## src/rtl/instr_fetch_unit.sv

```systemverilog
// Instruction fetch unit: issues one fetch at a time to instruction memory,
// buffers returned words with their addresses, and flushes on redirect.
module instr_fetch_unit #(
  parameter logic [23:0] RESET_PC = 24'd10,
  parameter logic [23:0] PC_STEP  = 24'd3,
  parameter int unsigned DEPTH    = 2
) (
  input  logic        Clock,
  input  logic        Reset,
  output logic        mem_req_valid,
  output logic [23:0] mem_req_addr,
  input  logic        mem_req_ready,
  input  logic        mem_rsp_valid,
  input  logic [23:0] mem_rsp_data,
  output logic        ins_valid,
  output logic [23:0] ins_data,
  output logic [23:0] ins_pc,
  input  logic        ins_ready,
  input  logic        redirect_valid,
  input  logic [23:0] redirect_pc
);

  localparam int unsigned AW = (DEPTH > 1) ? $clog2(DEPTH) : 1;
  localparam logic [AW:0]   FULL_CNT = DEPTH[AW:0];
  localparam logic [AW:0]   CNT_ONE  = 1;
  localparam logic [AW-1:0] PTR_ONE  = 1;

  typedef enum logic [1:0] {
    ST_FETCH   = 2'd0,
    ST_WAIT    = 2'd1,
    ST_DISCARD = 2'd2
  } state_e;

  state_e        state_q;
  logic [23:0]   fetch_pc_q;
  logic [23:0]   req_pc_q;
  logic [AW-1:0] wr_ptr_q;
  logic [AW-1:0] rd_ptr_q;
  logic [AW:0]   count_q;
  logic [23:0]   pc_mem_q   [DEPTH];
  logic [23:0]   data_mem_q [DEPTH];

  logic          req_fire_s;
  logic          push_s;
  logic          pop_s;

  // Reset gates the handshake outputs so they are quiet before state settles.
  always_comb begin
    mem_req_valid = 1'b0;
    ins_valid     = 1'b0;
    if (Reset) begin
      mem_req_valid = 1'b0;
      ins_valid     = 1'b0;
    end else begin
      mem_req_valid = (state_q == ST_FETCH) && (count_q < FULL_CNT);
      ins_valid     = (count_q != '0);
    end
  end

  // Head presentation and event qualification; redirect cancels push and pop.
  always_comb begin
    mem_req_addr = fetch_pc_q;
    ins_data     = 24'd0;
    ins_pc       = 24'd0;
    if (ins_valid) begin
      ins_data = data_mem_q[rd_ptr_q];
      ins_pc   = pc_mem_q[rd_ptr_q];
    end else begin
      ins_data = 24'd0;
      ins_pc   = 24'd0;
    end
    req_fire_s = mem_req_valid && mem_req_ready;
    push_s     = (state_q == ST_WAIT) && mem_rsp_valid && !redirect_valid;
    pop_s      = ins_valid && ins_ready && !redirect_valid;
  end

  // Fetch FSM and fetch address; a response in FETCH is ignored.
  always_ff @(posedge Clock) begin
    if (Reset) begin
      state_q    <= ST_FETCH;
      fetch_pc_q <= RESET_PC;
      req_pc_q   <= RESET_PC;
    end else if (redirect_valid) begin
      fetch_pc_q <= redirect_pc;
      case (state_q)
        ST_FETCH:            state_q <= req_fire_s ? ST_DISCARD : ST_FETCH;
        ST_WAIT, ST_DISCARD: state_q <= mem_rsp_valid ? ST_FETCH : ST_DISCARD;
        default:             state_q <= ST_FETCH;
      endcase
    end else begin
      case (state_q)
        ST_FETCH: begin
          if (req_fire_s) begin
            req_pc_q   <= fetch_pc_q;
            fetch_pc_q <= fetch_pc_q + PC_STEP;
            state_q    <= ST_WAIT;
          end else begin
            state_q    <= ST_FETCH;
          end
        end
        ST_WAIT, ST_DISCARD: begin
          if (mem_rsp_valid) begin
            state_q <= ST_FETCH;
          end else begin
            state_q <= state_q;
          end
        end
        default: state_q <= ST_FETCH;
      endcase
    end
  end

  // Instruction buffer pointers and occupancy; storage needs no reset.
  always_ff @(posedge Clock) begin
    if (Reset || redirect_valid) begin
      wr_ptr_q <= '0;
      rd_ptr_q <= '0;
      count_q  <= '0;
    end else begin
      if (push_s) begin
        pc_mem_q[wr_ptr_q]   <= req_pc_q;
        data_mem_q[wr_ptr_q] <= mem_rsp_data;
        wr_ptr_q             <= wr_ptr_q + PTR_ONE;
      end
      if (pop_s) begin
        rd_ptr_q <= rd_ptr_q + PTR_ONE;
      end
      case ({push_s, pop_s})
        2'b10:   count_q <= count_q + CNT_ONE;
        2'b01:   count_q <= count_q - CNT_ONE;
        default: count_q <= count_q;
      endcase
    end
  end

endmodule

```

## config.mk

```make
export PLATFORM = sky130hd
export DESIGN_NAME = instr_fetch_unit
export DESIGN_NICKNAME = d
export VERILOG_FILES = /design/src/rtl/instr_fetch_unit.sv
export SDC_FILE = /design/constraint.sdc
export NUM_CORES = 1
export LEC_CHECK = 0
export ABC_AREA = 1
export CAP_MARGIN = 20
export CORE_ASPECT_RATIO = 1.25
export CORE_MARGIN = 4
export CORE_UTILIZATION = 40
export CTS_CLUSTER_DIAMETER = 120
export CTS_CLUSTER_SIZE = 8
export DETAILED_ROUTE_END_ITERATION = 12
export GPL_ROUTABILITY_DRIVEN = 0
export PLACE_DENSITY = 0.64
export SLEW_MARGIN = 20
export SYNTH_ARGS = -nofsm -noshare
export SYNTH_HDL_FRONTEND = slang
export SYNTH_SLANG_ARGS = --single-unit
```

## constraint.sdc

```tcl
create_clock -name Clock -period 11.2 [get_ports Clock]
set_input_delay 2.8 -clock Clock [delete_from_list [all_inputs] [get_ports Clock]]
set_output_delay 2.8 -clock Clock [all_outputs]
set_load 0.02 [all_outputs]
```

Word level (Yosys, flattened, before mapping)
Memory sizes are Yosys's and may differ from the RTL's. A register that Yosys moved wholly into a read port is not among the register bits.
Index checks and enable logic that the tools add are counted.
- input port bits: 54
- word-level logic and storage cells: 58
- memory bits (writable): 96
- flip-flop bits (word level): 54
- output and inout port bits: 74
- memories kept: 2
- memories (memory ; words ; bits a word ; rd ports ; clocked after memory_dff ; wr ports ; line ; text):
    data_mem_q ; 2 ; 24 ; 1 ; 1 ; 1 ; 41 ; logic [23:0] data_mem_q [DEPTH];
    pc_mem_q ; 2 ; 24 ; 1 ; 1 ; 1 ; 40 ; logic [23:0] pc_mem_q [DEPTH];
- eq/ne operators: 5
- reductions and logical operators: 16
- $add $sub $neg: 5
- multiplexer cells: 22
- bitwise operators: 1
- order comparisons: 1
- operators by type and width (kind ; number):
    2-to-1 mux 24 bit ; 5
    adder 24 x 2 -> 24 bit, second input constant ; 1
    case mux 2 bit (2 select lines) ; 3
    2-to-1 mux 1 bit ; 10
    2-to-1 mux 2 bit ; 4
    nonzero test 2 bit ; 4
    logical AND 1 bit ; 6
    equality test 2 x 1 -> 1 bit, second input constant ; 2
    equality test 2 bit, second input constant ; 2
    inequality test 3 bit, second input constant ; 1
    AND reduction 3 bit ; 1
    adder 1 bit, second input constant ; 2
    adder 2 x 1 -> 2 bit, second input constant ; 1
    zero test 2 bit ; 1
    less-than comparator 2 bit, second input constant ; 1
    AND reduction 2 bit ; 1
    OR reduction 2 bit ; 1
    subtractor 2 x 1 -> 2 bit, second input constant ; 1
    zero test 1 bit ; 1
    logical OR 1 bit ; 1
    NOT 1 bit ; 1

Depth between registers and ports, before layout
Gate-level depths: netlist (run 1).
- depth in word-level cells: 7
- gate-level depth with buffers: 10

Worst setup path after synthesis (run 1)
OpenSTA, ideal clock, no wires.
- path type: in2reg
- from: in redirect_valid
- to: mem data_mem_q[0][0] (enable)
- data arrival time: 6.398 ns
- path slack: 4.289 ns
- setup time: 0.513 ns
- cell stages on the path: 4
- cell sequence: buf_2 -> inv_2 -> nand3_1 -> nor3_1
- word-level cells in the longest chain between the ends: 5
- ends and longest elaborated chain (what ; line ; text):
    start: declaration ; 19 ; input logic redirect_valid,
    zero test 1 bit ; 73 ; push_s = (state_q == ST_WAIT) && mem_rsp_valid && !redirect_valid;
    logical AND 1 bit ; 73 ;
    2-to-1 mux 1 bit ; 120 ; if (push_s) begin
    2-to-1 mux 1 bit (*) ; 115 ; if (Reset || redirect_valid) begin
    2-to-1 mux 1 bit (not written as such) (*) ; 122 ; data_mem_q[wr_ptr_q] <= mem_rsp_data;
    end: declaration ; 41 ;
Every way passes the cells marked *; elsewhere a longest branch is shown, timed or not.

Worst setup path after layout (run 1)
- from: in Reset
- to: out ins_pc[15]
- word-level cells in the longest chain between the ends: 2
- ends and longest elaborated chain (what ; line ; text):
    start: declaration ; 9 ; input logic Reset,
    2-to-1 mux 1 bit ; 51 ; if (Reset) begin
    2-to-1 mux 24 bit ; 65 ; if (ins_valid) begin
    end: declaration ; 17 ; output logic [23:0] ins_pc,
No other way between the ends.

==> impl_metrics.ini, run 1 <==
[synthesis]
synth_nets = 750
seq_area_frac_synth_pct = 58.46
syn_area_um2 = 6814
ys_ff_latch = 151
synth_cell_types = 40
synthArstFlopShare_pct = 0
yosysMostFrequentCell = nand2_1
synth_flop_cell = edfxtp_1
postSynthCellCount = 691
syn_avg_cell_area_um2 = 9.861
synthTopCellsByArea = edfxtp_1 42%, dfxtp_1 16%, nand2_1 10%
synth_edf_count = 96
synthDominantCellAreaShare_pct = 42.31
synthTopCellsByCount = 187 x nand2_1, 96 x edfxtp_1, 84 x inv_1, 55 x dfxtp_1, 51 x nor2_1
yosys.area.top_type = edfxtp_1
ys_warn_count = 0

[floorplan]
dieHeight_um = 153.9
ioPinCount = 128
row_count = 53
initial_utilization_pct = 40.61
die_width_um = 124.7
design.core.area_um2 = 16780
dieArea_um2 = 19200

[timing]
maxClockFrequency_ghz = 0.1306
fin_worst_skew_ps = 11.28
final_max_slew_viol_count = 0
report.final.hold_viol_count = 0
period_needed_ps = 7659
holdWs_ps = 452.0
tightest_slew_ps = 947.7
relSlewSlack_pct = 36.62
rsz0062_at_grt = no
finalSetupViolCount = 0
post-route-period-util_pct = 68.39
tns_ps = 0

[global_routing]
grt_pass1_vias = 4866
overflow = 0
grt_usage_pct = 15.31
antenna_found_initial = 0
grt_pass1_wl_um = 23850
grt_max_degree = 50

[layout]
area_growth_syn_to_layout_pct = 30.61
layout-drive-gt1-share_pct = 14.96
instances_no_fill = 1049
fin_nets = 875
diodes = 0

[routing]
ant_nets = 0
drt-pass1-iter-count = 4
drc_errors = 0
initialDrtViolationCount = 293
routed_wl_um = 14490
num_vias = 4891
via_per_inst = 4.663
wire_per_inst_um = 13.81

[run]
max-cap-violations = 0

[clock_network]
root_buffer = clkbuf_16
cts.htree.levels = 4
clk_latency_ps = 410
cts_resized = 0
hold_buffers = 0
numCtsBuffers = 17
cts_tree = yes
cts_sinks = 151
path_clk_slew_ps = 60
postCtsSetupRepairBufs = 0
cts.path.max_buffers = 2

[placement]
io_buffers = 127
place_inst = 1016
dp_hpwl_um = 9572

[worst_setup_path]
cp_common_cell = clkdlybuf4s50_1
cp-start-kind = primary input
cpMaxStageDelayCell = clkdlybuf4s50_1
required_ps = 8400
cpPeakStageDelay_ps = 590
path_cells = clkdlybuf4s50_1 -> buf_4 -> nor2_4 -> buf_12 -> nand2_1 -> inv_1 -> clkdlybuf4s50_1
cp-end-kind = output port
path_class = in -> out
cp_max_fo = 39
cp.arrival_ps = 4860

[min_path]
min_path_type = reg -> reg

[power_and_ir_drop]
p_leak_nw = 3.476
powerDensity_nw_per_um2 = 143.5
vdd.ir_drop.worst_mv = 0.09384

[outcome]
status = complete, no violations
[cells in the final DEF (no fill, tap or decap), drive strengths merged]
master         instances
o211a                  1
a211oi                 1
ha                     5
xnor2                  2
bufinv                 1
or2                    3
clkdlybuf4s50        127
a21oi                 35
buf                    6
nand3                 21
o41ai                  1
clkbuf                24
nand2                192
o21bai                 1
nand4                  4
nor2                  64
o221ai                 1
dfxtp                 55
edfxtp                96
clkinvlp               2
clkinv                 5
xor2                   7
o211ai                 4
a31oi                  7
o21ai                 21
inv                   94
mux2                  48
nor3                   1
[flip-flops by register name, indices dropped and copies added (netlist names), named ones only]
signal,flops
count_q,2
data_mem_q,48
mem_req_addr,24
pc_mem_q,48
rd_ptr_q,1
req_pc_q,24
state_q,2
wr_ptr_q,1
[layer usage]
| metal | part of all wire (%) | global-route usage (%) | vias to the layer above |
|---|---|---|---|
| met3 | 3.6 | 2.953 | 13 |
| met5 | 0 | 0 | - |
| li1 | - | - | 2504 |
| met4 | 1.2 | 4.856 | 0 |
| met2 | 50 | 26.96 | 112 |
| met1 | 45 | 18.97 | 2262 |
[metrics by stage]
| step | setup WS (ps) | cell area (µm²) | util [%] | total power (W) |
|---|---|---|---|---|
| 3_3_place_gp | 3065 | 8254 | 49.20 | 0.0007069 |
| 5_1_grt | 3376 | 8900 | 53.05 | 0.001327 |
| 4_1_cts | 3056 | 8880 | 52.93 | 0.001295 |
| 2_1_floorplan | 4289 | 6814 | - | 0.0006654 |
| 3_5_place_dp | 3062 | 8254 | 49.20 | 0.0007080 |
| 6_report | 3541 | 8900 | 53.05 | 0.001277 |
[cell families (layout without fill, tap and decap cells)]
kind of cell	Yosys count	after routing	synth area share, %
xor+xnor	9	9	1.267
flops	151	151	58.46
buf+inv	121	259	7.602
fa+ha+maj	5	5	0.9181
compound gates	72	72	5.931
simple gates	285	285	17.88
mux	48	48	7.932
[layout make-up]
cell class              count  area, µm²
clock inverters             8      78.83
well taps                 220      275.3
flip-flops and latches    151       3985
clock buffers              24      546.8
repair buffers            133       1329
fillers                  1537       7878
inverters                  94      352.8
multi-input cells         419       2332
[power by group]
| part | internal [W] | switching [W] | leakage, nW |
|---|---|---|---|
| Combinational | 0.0000399 | 0.0000431 | 1.87 |
| Clock | 0.000365 | 0.000216 | 0.303 |
| Sequential | 0.000600 | 0.0000131 | 1.30 |
| Total | 0.00101 | 0.000272 | 3.48 |
[worst max-delay path: cells and delay by family]
family | cells | cell delay [ps]
buffers and inverters | 5 | 1550
and+or+nand+nor | 2 | 470
[final timing paths]
check | from | endpoint | slack [ps] | cells past startpoint
max | Reset | ins_pc[15] | 3540 | 7
min | req_pc_q[23]$_SDFFE_PP0P_ | pc_mem_q[0][23]$_DFFE_PP_ | 450 | 0
max reg2reg | state_q[0]$_SDFFE_PP0P_ | req_pc_q[8]$_SDFFE_PP0P_ | 9200 | 8
min reg2reg | req_pc_q[23]$_SDFFE_PP0P_ | pc_mem_q[0][23]$_DFFE_PP_ | 450 | 0
Power figures use the tool's default switching activity.
==> run 2: changes to the inputs <==
- PLACE_DENSITY: 0.64 -> 0.66
- clock period: 11.2 -> 6.3 ns (I/O delays scaled with it)
==> impl_metrics.ini, run 2 (synthesis results as in run 1) <==
[placement]
io_buffers = 127
place_inst = 1017
placed_cell_area_um2 = 8262
dp_hpwl_um = 9829

[layout]
layout_common_cells = 187 x nand2_1, 127 x clkdlybuf4s50_1, 96 x edfxtp_1, 84 x inv_1, 54 x dfxtp_1
area_growth_syn_to_layout_pct = 30.54
layout-drive-gt1-share_pct = 14.72
final_common_cell = nand2_1
reg_top3 = data_mem_q (48), pc_mem_q (48)
diodes = 0
fin_nets = 875
instances_no_fill = 1049
fin_area_um2 = 8895

[worst_setup_path]
cp_max_fo = 49
path_class = in -> out
cp-end-kind = output port
cp-start-kind = primary input
required_ps = 4720
cp.arrival_ps = 3430

[routing]
wl_met2_um = 6981
routed_wl_um = 14170
met3_length_um = 477
ant_nets = 0
drc_errors = 0
num_vias = 4801
via_per_inst = 4.577
initialDrtViolationCount = 262
route.top_layer_used = met4
wire_per_inst_um = 13.51
drt-pass1-iter-count = 4
m1WireLength_um = 6477

[floorplan]
die_width_um = 124.7
row_count = 53
initial_utilization_pct = 40.61
ioPinCount = 128
dieHeight_um = 153.9
dieArea_um2 = 19200
design.core.area_um2 = 16780

[global_routing]
grt_pass1_vias = 4659
antenna_found_initial = 0
grt_usage_pct = 14.95
grt_max_degree = 50
grt_pass1_wl_um = 23010
overflow = 0

[timing]
maxClockFrequency_ghz = 0.1998
report.final.hold_viol_count = 0
period_needed_ps = 5004
relSlewSlack_pct = 33.52
rsz0062_at_grt = no
finalSetupViolCount = 0
fin_worst_skew_ps = 12.18
holdWs_ps = 451.2
tns_ps = 0
final_max_slew_viol_count = 0
tightest_slew_ps = 994.1
post-route-period-util_pct = 79.43

[power_and_ir_drop]
vdd.ir_drop.worst_mv = 0.1756
p_leak_nw = 3.474
finalPower_w = 0.002307
powerDensity_nw_per_um2 = 259.3

[clock_network]
root_buffer = clkbuf_16
cts_sinks = 151
cts.path.max_buffers = 2
numCtsBuffers = 17
hold_buffers = 0
clk_latency_ps = 410
cts_resized = 0
cts.htree.levels = 4
postCtsSetupRepairBufs = 0
cts_tree = yes
path_clk_slew_ps = 60

[outcome]
status = complete, no violations

[run]
max-cap-violations = 0

[min_path]
min_path_type = reg -> reg
run 2: changes by cell type in the layout (fill, tap and decap cells not counted):
cell / before / now
clkbuf_8: 1 / 0
clkinv_1: 1 / 5
inv_6: 0 / 1
buf_4: 5 / 6
clkinv_4: 2 / 1
clkbuf_1: 2 / 0
buf_12: 1 / 0
inv_4: 1 / 0
bufinv_16: 1 / 5
clkbuf_16: 21 / 17
run 2: critical path, stage by stage:
cell             delay [ps]
clkdlybuf4s50_1         460
nor2_4                  110
buf_4                   410
nand2_1                 160
inv_1                    80
clkdlybuf4s50_1         590
run 2: per-stage QoR:
stage          setup slack (ps)  util, %
6_report                   1296    53.02
5_1_grt                    1186    53.02
4_1_cts                    1279    53.02
3_5_place_dp               1286    49.24
3_3_place_gp               1295    49.24
2_1_floorplan             613.9        -
run 2: per-layer routing:
metal / up-vias / track usage [%]
met5: - / 0
met4: 0 / 5.326
met3: 11 / 2.780
met2: 109 / 25.46
met1: 2179 / 19.08
li1: 2502 / -
run 2: final timing paths:
kind / start / to / slack, ps / cells after the start
worst max-delay path: Reset / ins_pc[6] / 1300 / 6
worst min-delay path: req_pc_q[5]$_SDFFE_PP0P_ / pc_mem_q[0][5]$_DFFE_PP_ / 450 / 0
worst max register to register: state_q[1]$_SDFFE_PP0P_ / pc_mem_q[1][9]$_DFFE_PP_ / 4090 / 5
worst min register to register: req_pc_q[5]$_SDFFE_PP0P_ / pc_mem_q[0][5]$_DFFE_PP_ / 450 / 0
run 2: area by class of cell:
| type | count | area (µm²) |
|---|---|---|
| Fill cell | 1566 | 7883 |
| Sequential cell | 151 | 3985 |
| Multi-Input combinational cell | 419 | 2332 |
| Timing Repair Buffer | 133 | 1316 |
| Clock buffer | 17 | 425.4 |
| Inverter | 94 | 352.8 |
| Tap cell | 220 | 275.3 |
| Clock inverter | 15 | 207.7 |
run 2: where the power goes:
part	internal [W]	switching, W
logic	0.0000709	0.0000765
registers	0.00107	0.0000228
clock network	0.000697	0.000373
==> run 3: changes to the inputs <==
- PLACE_DENSITY: 0.66 -> 0.64
- clock period: 6.3 -> 5.06 ns (I/O delays scaled with it)
==> impl_metrics.ini, run 3 (synthesis results as in run 1) <==
[clock_network]
hold_buffers = 0
path_clk_slew_ps = 70
postCtsSetupRepairBufs = 0
cts.path.max_buffers = 2
numCtsBuffers = 17
cts_resized = 0
clk_latency_ps = 410
cts_tree = yes
cts.htree.levels = 4
root_buffer = clkbuf_16
cts_sinks = 151

[power_and_ir_drop]
pwr-share-clk_pct = 44.7
p_comb_share_pct = 6.6
seqPwrFrac_pct = 48.7
powerDensity_nw_per_um2 = 313.8
intPower_w = 0.002163
vdd.ir_drop.worst_mv = 0.1697
finalPower_w = 0.002785
switchingPower_w = 0.0006227
swShare_pct = 22.36
p_leak_nw = 3.456

[timing]
fin_worst_skew_ps = 10.99
relSlewSlack_pct = 39.65
post-route-period-util_pct = 87.93
period_needed_ps = 4449
holdWs_ps = 454.2
maxClockFrequency_ghz = 0.2248
report.final.hold_viol_count = 0
setup_ws_ps = 610.8
tns_ps = 0
rsz0062_at_grt = no
tightest_slew_ps = 905.3
finalSetupViolCount = 0
final_max_slew_viol_count = 0

[floorplan]
dieArea_um2 = 19200
initial_utilization_pct = 40.61
die_width_um = 124.7
row_count = 53
ioPinCount = 128
design.core.area_um2 = 16780
dieHeight_um = 153.9

[layout]
layout-drive-gt1-share_pct = 15.18
reg_top3 = data_mem_q (48), pc_mem_q (48)
layout_common_cells = 187 x nand2_1, 127 x clkdlybuf4s50_1, 96 x edfxtp_1, 84 x inv_1, 54 x dfxtp_1
fill_cells = 1511
diodes = 0
multiInputGateArea_um2 = 2338
fin_nets = 876
seqCellArea_um2 = 3985
area_growth_syn_to_layout_pct = 30.26
final_common_cell = nand2_1

[placement]
io_buffers = 127
post-place-ws_ps = 569.9
dp_hpwl_um = 10300

[global_routing]
grt_pass1_wl_um = 24690
antenna_found_initial = 0
grt_busiest_layer = met2
overflow = 0
use_met1_pct = 19.31
grt_usage_pct = 15.85
grtUsageMet2_pct = 27.84
grt_pass1_vias = 4991
grt_max_degree = 50
use_met3_pct = 3.231

[routing]
routed_wl_um = 15070
wire_per_inst_um = 14.35
via_per_inst = 4.713
drt-pass1-iter-count = 5
initialDrtViolationCount = 284
num_vias = 4949
ant_nets = 0
drc_errors = 0

[worst_setup_path]
cp-end-kind = output port
path_class = in -> out
cp_max_fo = 49
cp.arrival_ps = 3180
required_ps = 3800
cp-start-kind = primary input

[min_path]
min_path_type = reg -> reg

[run]
max-cap-violations = 0

[outcome]
status = complete, no violations
run 3: worst paths after layout:
kind	endpoint	depth (start not counted)	slack (ps)	start
max	ins_pc[10]	6	610	Reset
min	pc_mem_q[0][2]$_DFFE_PP_	0	450	req_pc_q[2]$_SDFFE_PP0P_
max reg2reg	req_pc_q[22]$_SDFFE_PP0P_	8	3100	state_q[0]$_SDFFE_PP0P_
min reg2reg	pc_mem_q[0][2]$_DFFE_PP_	0	450	req_pc_q[2]$_SDFFE_PP0P_
run 3: area by class of cell:
class | count | share of cell area [%]
multi-input combinational | 419 | 26.35
timing repair buffer | 134 | 15.05
tap | 220 | 3.101
clock buffer | 19 | 4.990
inverter | 94 | 3.975
clock inverter | 13 | 1.635
sequential | 151 | 44.90
run 3: stage by stage:
| step | instances | cell area [µm²] | util (%) |
|---|---|---|---|
| after global placement | 1018 | 8288 | 49.40 |
| final | 1050 | 8876 | 52.90 |
| after detailed placement | 1018 | 8288 | 49.40 |
| after floorplan | 691 | 6819 | - |
| after global routing | 1050 | 8876 | 52.90 |
| after CTS | 1050 | 8876 | 52.90 |
run 3: worst max-delay path, stage by stage:
cell,delay [ps]
clkdlybuf4s50_1,490
nor2_4,120
buf_4,440
nand2_1,130
inv_1,110
clkdlybuf4s50_1,610
run 3: layer usage:
layer	wire, µm	up-vias
met5	0	-
li1	-	2509
met4	288	0
met3	639	16
met2	7598	134
met1	6545	2290
run 3: power groups by stage:
stage	logic (W)	registers [W]	clock network (W)
2_1_floorplan	0.0000845	0.00139	0
3_3_place_gp	0.000182	0.00138	0
3_5_place_dp	0.000185	0.00138	0
4_1_cts	0.000187	0.00136	0.00128
5_1_grt	0.000205	0.00136	0.00133
6_report	0.000185	0.00136	0.00124
